`src/rtl/piso_pkg.sv`:
```
// Shared types and constants for the parallel-in/serial-out serializer.
package piso_pkg;

  localparam int unsigned DEFAULT_WIDTH = 8;

  typedef enum logic {
    IDLE  = 1'b0,
    SHIFT = 1'b1
  } state_e;

endpackage

```
`src/rtl/piso_bit_counter.sv`:
```
// Frame bit counter: clears on load, steps on advance, flags the last frame bit.
module piso_bit_counter #(
  parameter int unsigned LEN = 8
) (
  input  logic clk,
  input  logic rst_n,
  input  logic load,
  input  logic advance,
  output logic last_c
);

  localparam int unsigned CW = $clog2(LEN);

  logic [CW-1:0] cnt;

  // Index of the bit currently on sout; load has priority over advance
  always_ff @(posedge clk or negedge rst_n) begin
    if (!rst_n) begin
      cnt <= '0;
    end else if (load) begin
      cnt <= '0;
    end else if (advance) begin
      cnt <= cnt + CW'(1);
    end
  end

  assign last_c = (cnt == CW'(LEN - 1));

endmodule

```
`src/rtl/piso_serializer.sv`:
```
// Parallel-in/serial-out serializer with valid/ready on both sides.
// Optional macro PISO_PARITY_EN appends an even-parity bit after the data bits.
module piso_serializer
  import piso_pkg::*;
#(
  parameter int unsigned WIDTH     = DEFAULT_WIDTH,
  parameter bit          MSB_FIRST = 1'b1
) (
  input  logic             clk,
  input  logic             rst_n,
  input  logic [WIDTH-1:0] in_data,
  input  logic             in_valid,
  output logic             in_ready,
  output logic             sout,
  output logic             sout_valid,
  input  logic             sout_ready,
  output logic             frame_done
);

`ifdef PISO_PARITY_EN
  localparam int unsigned FRAME_LEN = WIDTH + 1;
`else
  localparam int unsigned FRAME_LEN = WIDTH;
`endif

  state_e               state;
  state_e               state_nxt;
  logic [FRAME_LEN-1:0] sreg;
  logic [FRAME_LEN-1:0] sreg_nxt;
  logic [FRAME_LEN-1:0] frame_c;
  logic                 sout_nxt;
  logic                 sout_valid_nxt;
  logic                 frame_done_nxt;
  logic                 cnt_load;
  logic                 cnt_advance;
  logic                 last_c;
  logic                 accept_c;
  logic                 consume_c;

  // Word laid out in transmission order: head bit is the first one sent
`ifdef PISO_PARITY_EN
  assign frame_c = MSB_FIRST ? {in_data, ^in_data} : {^in_data, in_data};
`else
  assign frame_c = in_data;
`endif

  piso_bit_counter #(
    .LEN (FRAME_LEN)
  ) u_cnt (
    .clk     (clk),
    .rst_n   (rst_n),
    .load    (cnt_load),
    .advance (cnt_advance),
    .last_c  (last_c)
  );

  // Ready when idle, or when the last bit leaves this cycle (back-to-back)
  assign in_ready  = (state == IDLE) || ((state == SHIFT) && last_c && sout_ready);
  assign accept_c  = in_valid && in_ready;
  assign consume_c = (state == SHIFT) && sout_ready;

  // State, shift register and registered serial outputs
  always_ff @(posedge clk or negedge rst_n) begin
    if (!rst_n) begin
      state      <= IDLE;
      sreg       <= '0;
      sout       <= 1'b0;
      sout_valid <= 1'b0;
      frame_done <= 1'b0;
    end else begin
      state      <= state_nxt;
      sreg       <= sreg_nxt;
      sout       <= sout_nxt;
      sout_valid <= sout_valid_nxt;
      frame_done <= frame_done_nxt;
    end
  end

  // Next state, shift register update and counter control
  always_comb begin
    state_nxt      = state;
    sreg_nxt       = sreg;
    cnt_load       = 1'b0;
    cnt_advance    = 1'b0;
    frame_done_nxt = 1'b0;

    case (state)
      IDLE: begin
        if (accept_c) begin
          state_nxt = SHIFT;
          sreg_nxt  = frame_c;
          cnt_load  = 1'b1;
        end
      end
      SHIFT: begin
        if (consume_c) begin
          if (last_c) begin
            frame_done_nxt = 1'b1;
            cnt_load       = 1'b1;
            if (accept_c) begin
              sreg_nxt = frame_c;
            end else begin
              state_nxt = IDLE;
              sreg_nxt  = '0;
            end
          end else begin
            cnt_advance = 1'b1;
            sreg_nxt    = MSB_FIRST ? {sreg[FRAME_LEN-2:0], 1'b0}
                                    : {1'b0, sreg[FRAME_LEN-1:1]};
          end
        end
      end
      default: begin
        state_nxt = IDLE;
      end
    endcase

    sout_valid_nxt = (state_nxt == SHIFT);
    sout_nxt       = MSB_FIRST ? sreg_nxt[FRAME_LEN-1] : sreg_nxt[0];
  end

endmodule

```
`config.mk`:
```
export PLATFORM = sky130hd
export DESIGN_NAME = piso_serializer
export DESIGN_NICKNAME = d
export VERILOG_FILES = /design/src/rtl/piso_pkg.sv /design/src/rtl/piso_bit_counter.sv /design/src/rtl/piso_serializer.sv
export SDC_FILE = /design/constraint.sdc
export NUM_CORES = 1
export LEC_CHECK = 0
export CAP_MARGIN = 20
export CORE_MARGIN = 3
export CORE_UTILIZATION = 41
export CTS_CLUSTER_SIZE = 12
export DETAILED_ROUTE_END_ITERATION = 10
export PLACE_DENSITY = 0.79
export SLEW_MARGIN = 20
export SYNTH_ARGS = -nofsm -noshare
export SYNTH_HDL_FRONTEND = slang
export SYNTH_SLANG_ARGS = --single-unit
```
`constraint.sdc`:
```
create_clock -name clk -period 1.8 [get_ports clk]
set_clock_uncertainty 0.15 [all_clocks]
set_input_delay 0.27 -clock clk [delete_from_list [all_inputs] [get_ports clk]]
set_output_delay 0.27 -clock clk [all_outputs]
set_load 0.01 [all_outputs]
```
# Yosys cells after proc, flatten, opt, wreduce, memory -nomap -nowiden
# Index checks and enable logic that the tools add are counted.
dict set report op_classes {
  reduce_logical 7
  muxes 18
  addsub 1
  n_bitwise 1
  eq_ne 3
}
# cell n
set op_table {}
lappend op_table {{2-to-1 mux 8 bit} 4}
lappend op_table {{one-hot mux 8 bit (2 select lines)} 1}
lappend op_table {{2-to-1 mux 1 bit} 9}
lappend op_table {{2-to-1 mux 3 bit} 2}
lappend op_table {{logical AND 1 bit} 4}
lappend op_table {{one-hot mux 1 bit (2 select lines)} 2}
lappend op_table {{adder 3 x 1 -> 3 bit (second input constant)} 1}
lappend op_table {{equality test 3 bit (second input constant)} 1}
lappend op_table {{!= test 2 x 1 -> 1 bit (second input constant)} 1}
lappend op_table {{!= test 2 bit (second input constant)} 1}
lappend op_table {{AND reduction 2 bit} 1}
lappend op_table {{nonzero test 2 bit} 1}
lappend op_table {{logical OR 1 bit} 1}
lappend op_table {{inverter 1 bit} 1}
dict set report totals {
  out_inout_bits 4
  word_cells 35
  register_bits 13
  in_bits 12
}

# Logic depth before layout (Yosys ltp)
# Gate-level depths: netlist (run 1).
dict set report depth {
  ltp_word 9
  mapped_depth 6
  mapped_depth_nobuf 5
}

# By module
# Synthesis (run 1) repeated with hierarchy kept, for this count alone.
dict set report unflattened {
  hier_cells 48
  area_unflattened_um2 595.6
}
# module instances area_each_um2 seq_area_each_um2 cells_each
set modules_own_cells {}
lappend modules_own_cells {piso_serializer 1 455.4 250.2 37}
lappend modules_own_cells {piso_bit_counter 1 140.1 75.1 11}

# Worst setup path after synthesis (run 1)
# Ideal clock, no wire load.
dict set report synth_path {
  kind {register to register}
  from {register u_cnt.cnt[0]}
  to {register sreg[1]}
  period_less_slack_ns 1.731
  required_ns 1.524
  slack_ns 0.069
  setup_ns 0.126
  stages_incl_launch_ff 7
  n_path_buf 1
  arrival_ns 1.455
  cell_sequence {dfrtp_1 ha_1 ha_1 a21boi_2 nor2b_1 buf_6 a221o_1}
}
dict set report synth_via {
  elab_chain_cells 9
  elab_cells_between_ends 11
  classes_between {eq/ne: 2; mux: 4; reduce/logical: 5}
}
# item line
set synth_lines {}
lappend synth_lines {{start: declaration} piso_bit_counter.sv:14} ;# logic [CW-1:0] cnt;
lappend synth_lines {{start signal: assignment} piso_bit_counter.sv:23} ;# cnt <= cnt + CW'(1);
lappend synth_lines {{equality test 3 bit (*)} piso_bit_counter.sv:27} ;# assign last_c = (cnt == CW'(LEN - 1));
lappend synth_lines {{logical AND 1 bit (2 in a row)} piso_serializer.sv:58} ;# assign in_ready = (state == IDLE) || ((state == SHIFT) && last_c && sout_ready);
lappend synth_lines {{logical OR 1 bit} piso_serializer.sv:58}
lappend synth_lines {{logical AND 1 bit} piso_serializer.sv:59} ;# assign accept_c = in_valid && in_ready;
lappend synth_lines {{2-to-1 mux 8 bit} piso_serializer.sv:100} ;# if (accept_c) begin
lappend synth_lines {{2-to-1 mux 8 bit} piso_serializer.sv:97} ;# if (last_c) begin
lappend synth_lines {{2-to-1 mux 8 bit} piso_serializer.sv:96} ;# if (consume_c) begin
lappend synth_lines {{one-hot mux 8 bit (2 select lines)} piso_serializer.sv:87} ;# case (state)
lappend synth_lines {{end signal: assignment} piso_serializer.sv:72} ;# sreg <= sreg_nxt;
lappend synth_lines {{end: declaration} piso_serializer.sv:28} ;# logic [FRAME_LEN-1:0] sreg;
# Every way passes the cells marked *; elsewhere a longest branch is shown, timed or not. The select of a mux whose other input is x is not followed.
# A chain may end at the register's enable or synchronous reset.

# Worst setup path in the final report (run 1)
dict set report layout_path {
  from {register u_cnt.cnt[0]}
  to {output in_ready}
}
dict set report layout_via {
  elab_chain_cells 4
}
# item line
set layout_lines {}
lappend layout_lines {{equality test 3 bit} piso_bit_counter.sv:27}
lappend layout_lines {{logical AND 1 bit (2 in a row)} piso_serializer.sv:58}
lappend layout_lines {{logical OR 1 bit} piso_serializer.sv:58}
lappend layout_lines {{end: declaration} piso_serializer.sv:13} ;# output logic in_ready,
# No other way between the ends.

==> results.cfg, run 1 <==
[global_routing]
grt_pass1_wl_um = 2104
grt_max_degree = 14
grt_usage_pct = 14.04
first_global_vias = 485
grt_overflow = 0
grt_antenna_before_repair = 0

[critical_path]
r2r_start = u_cnt.cnt[0]$_DFFE_PN0P_
required_ns = 1.38
rr_endpoint = sreg[6]$_DFFE_PN0P_
cp-endpoint = in_ready
crit_family = flip-flops
path_buf_inv = 2
cp_max_fo = 2
crit_type = flip-flop to output port
path_cells = ha_2 -> ha_4 -> a21boi_2 -> inv_1 -> buf_2
slowest_delay_ns = 0.41
endpoint_kind = output port
path_depth = 5
r2r_cells = 6
arrival_ns = 1.39
critPathSlowestCell = dfrtp_1
cp-start-kind = flip-flop
reg2reg_slack_ns = 0.03
crit_path_start = u_cnt.cnt[0]$_DFFE_PN0P_

[cts]
cts_root_buf = clkbuf_4
path_clk_slew_ns = 0.08
cts_buffer_depth = 2
cts_tree = built
clock-sinks = 13
cts_hold_buf = 0
htree_levels = 1
clk_latency_ns = 0.26
cts_made_buffers = 3

[detailed_routing]
first_iter_violations = 8
drc = 0
drtAntennaViolNets = 0
vias = 502
viasPerCell = 5.640
routedWlPerCell_um = 15.54
drt_first_pass_iters = 4
wl_um = 1383

[power_and_ir_drop]
finalPower_uw = 984.5
p_per_area_nw_per_um2 = 1122
p_leak_uw = 0.0004483
vdd_ir_drop_max_mv = 0.4820

[sta]
slew_headroom_pct = 56.39
fmax_mhz = 553.8
report.final.hold_viol_count = 0
timing.final.ws_setup_ns = -0.005701
tightest_slew_ns = 0.6359
timing.final.crit_share_pct = 100.3
slew_viol_final = 0
min_period_ns = 1.806
setup_violations = 1
rsz0062_at_grt = yes

[yosys]
ys_seq_area_share_pct = 51.69
yosysWarnings = 0
ys_types = 14
postSynthCellCount = 49
syn_area_sq_um = 629.4
ys_seq_elements = 13
post_synth.cell_area_avg_sq_um = 12.84
syn-num-nets = 63

[placement]
dp_hpwl_um = 948.1
io_buffers = 15
placed_area_sq_um = 820.8
place_congestion = 0.8414

[floorplan]
pin_count = 16
fp.dieW_um = 45.18
initial_utilization_pct = 46.06
die_h_um = 45.18
die-area_sq_um = 2041
row_count = 13
core_sq_um = 1366

[layout]
finish.instance_area_sq_um = 877.1
syn_to_final_growth_pct = 39.36
finish.net_count = 89
drive_above_1_share_pct = 27.03
n_antenna_cell = 0

[outcome]
status = complete, but fails checks
violations = setup timing

[worst_hold_path]
holdCritPathClass = input pin to async pin

[run]
max_cap_violations = 0
-- per-stage QoR --
step                      util (%)    TNS, ns  instances  hold slack (ns)  worst slack, ns
after floorplan                  -          0         49          -0.1756          0.06898
after detailed placement     60.07    -0.9675         83           0.3304          -0.1227
after CTS                    62.55          0         88           0.2451         0.002767
after global routing         64.19    -0.1267         89           0.2699         -0.06161
final                        64.19  -0.005701         89           0.2298        -0.005701
after global placement       60.07    -0.7238         83           0.3258         -0.09782
-- where the power goes --
part / leakage, uW / total, uW / switching [uW] / internal [uW]
sequential: 0.000169 / 441 / 59.5 / 381
combinational: 0.000265 / 370 / 137 / 233
clock: 0.0000150 / 174 / 88.7 / 85.5
-- worst register-to-register path, stage by stage, from the launching register on --
cell	delay, ns
dfrtp_1	0.41
ha_2	0.22
ha_4	0.17
a21boi_2	0.15
buf_4	0.13
nor2b_2	0.07
a221o_1	0.36
-- cells in the mapped netlist (all sizes together) --
library cell | instances | area [sq um]
ha | 2 | 25.02
buf | 2 | 22.52
a221o | 7 | 70.07
inv | 2 | 7.510
a22o | 6 | 52.55
mux2 | 2 | 26.27
and3 | 8 | 50.05
nor2b | 3 | 18.77
dfrtp | 13 | 325.3
mux2i | 1 | 10.01
a21boi | 1 | 11.26
or2 | 1 | 6.260
nor2 | 1 | 3.750
-- worst min-delay path by stage --
stage | from | end | cells past startpoint
finish | rst_n | u_cnt.cnt[1]$_DFFE_PN0P_ | 1
global placement | sreg[0]$_DFFE_PN0P_ | sreg[0]$_DFFE_PN0P_ | 1
CTS | rst_n | sreg[7]$_DFFE_PN0P_ | 1
detailed placement | sreg[0]$_DFFE_PN0P_ | sreg[0]$_DFFE_PN0P_ | 1
global route | rst_n | u_cnt.cnt[1]$_DFFE_PN0P_ | 1
floorplan | rst_n | frame_done$_DFF_PN0_ | 0
-- placed cells by master (no fill, tap or decap) --
cell	count
a21boi_2	1
or2_2	1
clkbuf_1	1
mux2_4	1
inv_1	2
buf_4	8
ha_4	1
mux2i_1	1
clkbuf_4	3
clkdlybuf4s50_1	14
a22o_1	6
ha_2	1
nor2b_1	1
mux2_2	1
dfrtp_1	13
a221o_1	7
nor2_1	1
and3_1	8
nor2b_2	2
buf_2	1
-- repair_timing --
action,in CTS,in global routing
setup endpoints to repair,9,8
pin swaps,1,5
setup buffers,2,1
gates resized for setup,6,3
hold endpoints to repair,0,0
-- per-layer routing --
layer,vias to the layer above,part of all wire (%),wire length (um),track usage (%)
li1,242,-,-,-
met1,239,45,622,19.16
met2,17,45,622,21.47
met3,4,7.0,97,4.382
met4,0,2.9,40,3.509
met5,-,0,0,0
-- cell families (layout without fill, tap and decap cells) --
family / count (synthesis) / after routing / synth area share [%]
AOI/OAI and AO/OA: 14 / 14 / 21.27
DFF: 13 / 13 / 51.69
and+or+nand+nor: 13 / 13 / 12.53
buffers and inverters: 4 / 29 / 4.772
muxes: 3 / 3 / 5.765
adders and majority gates: 2 / 2 / 3.976
-- area by class of cell --
cell class	instances	area, sq um
flip-flops and latches	13	325.3
clock buffers	4	26.28
multi-input cells	32	294.0
repair buffers	23	205.2
well taps	15	18.77
fillers	115	489.2
inverters	2	7.507
-- state kept, by name, summed over array words and instances, names as in the netlist --
register / flops
state: 1
u_cnt.cnt: 3
sreg: 8
frame_done: 1
(Power assumes the default switching activity.)
==> run 2, diff against run 1 <==
Settings changed: PLACE_DENSITY 0.79 to 0.8.
==> results.cfg, run 2 (synthesized netlist as in run 1, its figures left out) <==
[cts]
clk_latency_ns = 0.26
cts_made_buffers = 3
clock-sinks = 13
htree_levels = 1
path_clk_slew_ns = 0.08
cts_buffer_depth = 2
cts_root_buf = clkbuf_4
cts_tree = built

[floorplan]
core_sq_um = 1366
row_count = 13
die-area_sq_um = 2041
die_h_um = 45.18
fp.dieW_um = 45.18
initial_utilization_pct = 46.06
pin_count = 16

[detailed_routing]
drtAntennaViolNets = 0
drc = 0
first_iter_violations = 5
wl_um = 1256
viasPerCell = 5.598
routedWlPerCell_um = 14.44
vias = 487
drt_first_pass_iters = 3

[global_routing]
grt_pass1_wl_um = 2097
grt_overflow = 0
first_global_vias = 494
grt_usage_pct = 13.92
grt_antenna_before_repair = 0
grt_max_degree = 14

[sta]
tightest_slew_ns = 0.6251
timing.final.crit_share_pct = 97.94
rsz0062_at_grt = yes
setup_violations = 0
slew_viol_final = 0
report.final.hold_viol_count = 0
slew_headroom_pct = 57.13
timing.final.ws_setup_ns = 0.03704
min_period_ns = 1.763
fmax_mhz = 567.2

[placement]
place_inst = 82
dpl_worst_slack_ns = -0.09375
place_congestion = 0.7960
dp_hpwl_um = 938.5
io_buffers = 15
placed_area_sq_um = 813.3

[run]
max_cap_violations = 0

[power_and_ir_drop]
vdd_ir_drop_max_mv = 0.5836
p_leak_uw = 0.0004370
pwr-share-comb_pct = 35.9
switching_share_pct = 28.39
power_frac_seq_pct = 45.9
p_per_area_nw_per_um2 = 1117
clkPwrFrac_pct = 18.2
intPower_uw = 687.8
switching_power_uw = 272.7

[worst_hold_path]
holdCritPathClass = input pin to async pin

[layout]
finish.instance_area_sq_um = 859.6
layout_commonest_cell = clkdlybuf4s50_1
n_antenna_cell = 0
syn_to_final_growth_pct = 36.58
reg_top3 = sreg x8, u_cnt.cnt x3
drive_above_1_share_pct = 23.61
finalNonFillerCells = 87
largest_reg_flops = 8
finish.net_count = 87
final_cell_mix = clkdlybuf4s50_1 (14), dfrtp_1 (13), and3_1 (8)
top_register = sreg
final_core_util_pct = 62.91

[critical_path]
slowest_delay_ns = 0.39
critPathSlowestCell = dfrtp_1
endpoint_kind = output port
crit_type = flip-flop to output port
path_cells = ha_2 -> ha_4 -> a21boi_2 -> inv_1 -> buf_2
cp_max_fo = 2
arrival_ns = 1.34
required_ns = 1.38
cp-start-kind = flip-flop

[outcome]
status = completed
-- run 2: cell count changes in the layout (fill, tap and decap cells not counted) --
cell / previous run / this run
buf_4: 8 / 6
nor2b_1: 1 / 2
nor2b_2: 2 / 1
-- run 2: layout make-up --
class	count	area, sq um
clock buffers	4	26.28
fillers	122	506.7
inverters	2	7.507
multi-input cells	32	291.5
flip-flops and latches	13	325.3
well taps	15	18.77
repair buffers	21	190.2
-- run 2: worst paths after layout --
check | startpoint | end | slack, ns | depth (start not counted)
min reg2reg | sreg[0]$_DFFE_PN0P_ | sreg[0]$_DFFE_PN0P_ | 0.34 | 1
max reg2reg | u_cnt.cnt[0]$_DFFE_PN0P_ | sreg[1]$_DFFE_PN0P_ | 0.09 | 6
min | rst_n | sreg[6]$_DFFE_PN0P_ | 0.22 | 1
max in group asynchronous | rst_n | sreg[2]$_DFFE_PN0P_ | 0.90 | 1
min in group clk | sreg[0]$_DFFE_PN0P_ | sreg[0]$_DFFE_PN0P_ | 0.34 | 1
max | u_cnt.cnt[0]$_DFFE_PN0P_ | in_ready | 0.04 | 5
-- run 2: power groups by stage --
| stage | logic, uW | registers [uW] | clock network (uW) |
|---|---|---|---|
| floorplan | 193 | 434 | 0 |
| global placement | 316 | 438 | 0 |
| detailed placement | 331 | 442 | 0 |
| CTS | 335 | 437 | 180 |
| global route | 389 | 453 | 196 |
| finish | 345 | 441 | 175 |
-- run 2: stage by stage --
step                      power [uW]  setup TNS (ns)  hold slack, ns
after floorplan                627.6               0         -0.1756
after global placement         754.5         -0.3782          0.3274
after detailed placement       773.1         -0.4943          0.3317
after CTS                      952.2               0          0.2416
after global routing            1038        -0.04080          0.2463
final                          960.6               0          0.2184
-- run 2: repair_timing --
| action | 4_1_cts | 5_1_grt |
|---|---|---|
| hold buffers | 0 | 0 |
| hold endpoints to repair | 0 | 0 |
| endpoints found under the setup margin | 1 | 9 |
| cloned | 0 | 0 |
| resized for setup | 5 | 3 |
| buffers inserted | 1 | 0 |
| pin swaps | 1 | 1 |
-- run 2: per-layer routing --
layer	vias up	part of all wire (%)	GRT usage, %	wire length [um]
met3	0	7.0	3.586	88
li1	235	-	-	-
met4	0	0	3.509	0
met5	-	0	0	0
met1	241	45	16.63	567
met2	11	48	24.58	600
-- run 2: critical path: cells and delay by family (launching register included) --
family	cells	cell delay [ns]
flip-flops	1	0.39
adder cells (fa/ha/maj)	2	0.36
buffers and inverters	2	0.18
AO/OA/AOI/OAI	1	0.15
==> run 3, diff against run 2 <==
Settings changed: CORE_UTILIZATION 41 to 43, PLACE_DENSITY 0.8 to 0.81.
Clock period 1.8 ns to 1.7 ns, I/O delays scaled along.
==> results.cfg, run 3 (synthesized netlist as in run 1, its figures left out) <==
[critical_path]
path_buf_inv = 2
cp_max_fo = 2
arrival_ns = 1.38
critPathSlowestCell = dfrtp_1
required_ns = 1.29
r2r_cells = 6
path_depth = 5
cp-start-kind = flip-flop
endpoint_kind = output port
slowest_delay_ns = 0.40
path_cells = ha_2 -> ha_4 -> a21boi_2 -> inv_1 -> buf_2
crit_type = flip-flop to output port
crit_family = flip-flops

[cts]
clk_latency_ns = 0.28
path_clk_slew_ns = 0.08
clock-sinks = 13
cts_made_buffers = 3
cts_root_buf = clkbuf_4
cts_buffer_depth = 2
cts_hold_buf = 0
cts_tree = built
htree_levels = 1

[global_routing]
grt_antenna_before_repair = 0
grt_overflow = 0
grt_usage_pct = 15.99
first_global_vias = 492
grt_pass1_wl_um = 2249
grt_max_degree = 14

[layout]
largest_reg_flops = 8
multi_input_area_sq_um = 301.5
n_antenna_cell = 0
final_core_util_pct = 69.04
final_cell_mix = clkdlybuf4s50_1 (14), dfrtp_1 (12), buf_4 (10)
syn_to_final_growth_pct = 46.32
top_register = sreg
drive_above_1_share_pct = 32.47
layout_commonest_cell = clkdlybuf4s50_1
finish.net_count = 92
regArea_sq_um = 326.6
reg_top3 = sreg x8, u_cnt.cnt x3
fillers = 97

[sta]
fin_setup_tns_ns = -0.08308
tightest_slew_ns = 0.6444
slew_headroom_pct = 55.81
report.final.hold_viol_count = 0
timing.final.crit_share_pct = 104.9
rsz0062_at_grt = yes
fmax_mhz = 560.8
setup_violations = 1
timing.final.ws_setup_ns = -0.08308
slew_viol_final = 0
min_period_ns = 1.783

[detailed_routing]
routedWlPerCell_um = 15.78
drt_first_pass_iters = 4
vias = 525
first_iter_violations = 15
viasPerCell = 5.707
drc = 0
wl_um = 1452
drtAntennaViolNets = 0

[floorplan]
pin_count = 16
die-area_sq_um = 1959
core_sq_um = 1334
die_h_um = 44.26
fp.dieW_um = 44.26
row_count = 13
initial_utilization_pct = 47.19

[outcome]
status = complete, but fails checks
violations = setup timing

[placement]
place_congestion = 0.6990
io_buffers = 15
dp_hpwl_um = 1041

[power_and_ir_drop]
vdd_ir_drop_max_mv = 0.6933
p_leak_uw = 0.0004733
p_per_area_nw_per_um2 = 1179

[run]
max_cap_violations = 0

[worst_hold_path]
holdCritPathClass = input pin to async pin
-- run 3: cell count changes in the layout (fill, tap and decap cells not counted) --
cell	before	now
buf_4	6	10
nor2b_1	2	0
buf_12	0	1
dfrtp_1	13	12
dfrtp_2	0	1
nor2b_2	1	2
nor2b_4	0	1
-- run 3: through the flow --
| step | hold WS (ns) | total power [uW] | setup WS (ns) | cell area (sq um) | instances |
|---|---|---|---|---|---|
| floorplan | -0.1906 | 667.0 | 0.002238 | 631.9 | 49 |
| global placement | 0.3277 | 808.9 | -0.1438 | 838.3 | 85 |
| detailed placement | 0.3349 | 832.6 | -0.1539 | 838.3 | 85 |
| CTS | 0.1200 | 1063 | -0.05848 | 890.9 | 90 |
| global route | 0.1192 | 1149 | -0.1549 | 920.9 | 92 |
| finish | 0.1184 | 1086 | -0.08308 | 920.9 | 92 |
-- run 3: area by class of cell --
| cell class | instances | share of cell area [%] |
|---|---|---|
| multi-input combinational | 32 | 32.74 |
| sequential | 13 | 35.46 |
| tap | 15 | 2.038 |
| inverter | 2 | 0.8152 |
| timing repair buffer | 26 | 26.09 |
| clock buffer | 4 | 2.853 |
-- run 3: power by group --
group          leakage (uW)  total [uW]  switching, uW  internal, uW
logic              0.000290         422            149           274
registers          0.000168         468           64.2           404
clock network     0.0000150         195            104          91.1
-- run 3: routing by layer --
layer  vias up  part of all wire (%)  GRT usage (%)
met5         -                     0              0
met4         0                   1.4          5.422
met3         2                   8.7          7.317
met2        23                    49          27.03
met1       251                    40          17.65
li1        249                     -              -
-- run 3: what timing repair did --
| action | in CTS | in global routing |
|---|---|---|
| cloned | 0 | 0 |
| pin swaps | 6 | 3 |
| endpoints found under the setup margin | 10 | 11 |
| gates resized for setup | 10 | 1 |
| buffers inserted | 2 | 2 |
-- run 3: path summary, 6_finish.rpt --
kind	start	endpoint	slack (ns)
worst max-delay path	u_cnt.cnt[1]$_DFFE_PN0P_	in_ready	-0.08
worst min-delay path	rst_n	frame_done$_DFF_PN0_	0.12
worst max register to register	u_cnt.cnt[1]$_DFFE_PN0P_	sreg[1]$_DFFE_PN0P_	0.01
worst min register to register	sreg[0]$_DFFE_PN0P_	sreg[0]$_DFFE_PN0P_	0.35
max in group asynchronous	rst_n	state$_DFF_PN0_	1.11
min in group clk	sreg[0]$_DFFE_PN0P_	sreg[0]$_DFFE_PN0P_	0.35
-- run 3: worst register-to-register path: cells and delay by family (launching register included) --
kind,cells,cell delay [ns]
compound gates,2,0.46
simple gates,1,0.05
buf+inv,1,0.14
flops,1,0.40
fa+ha+maj,2,0.37
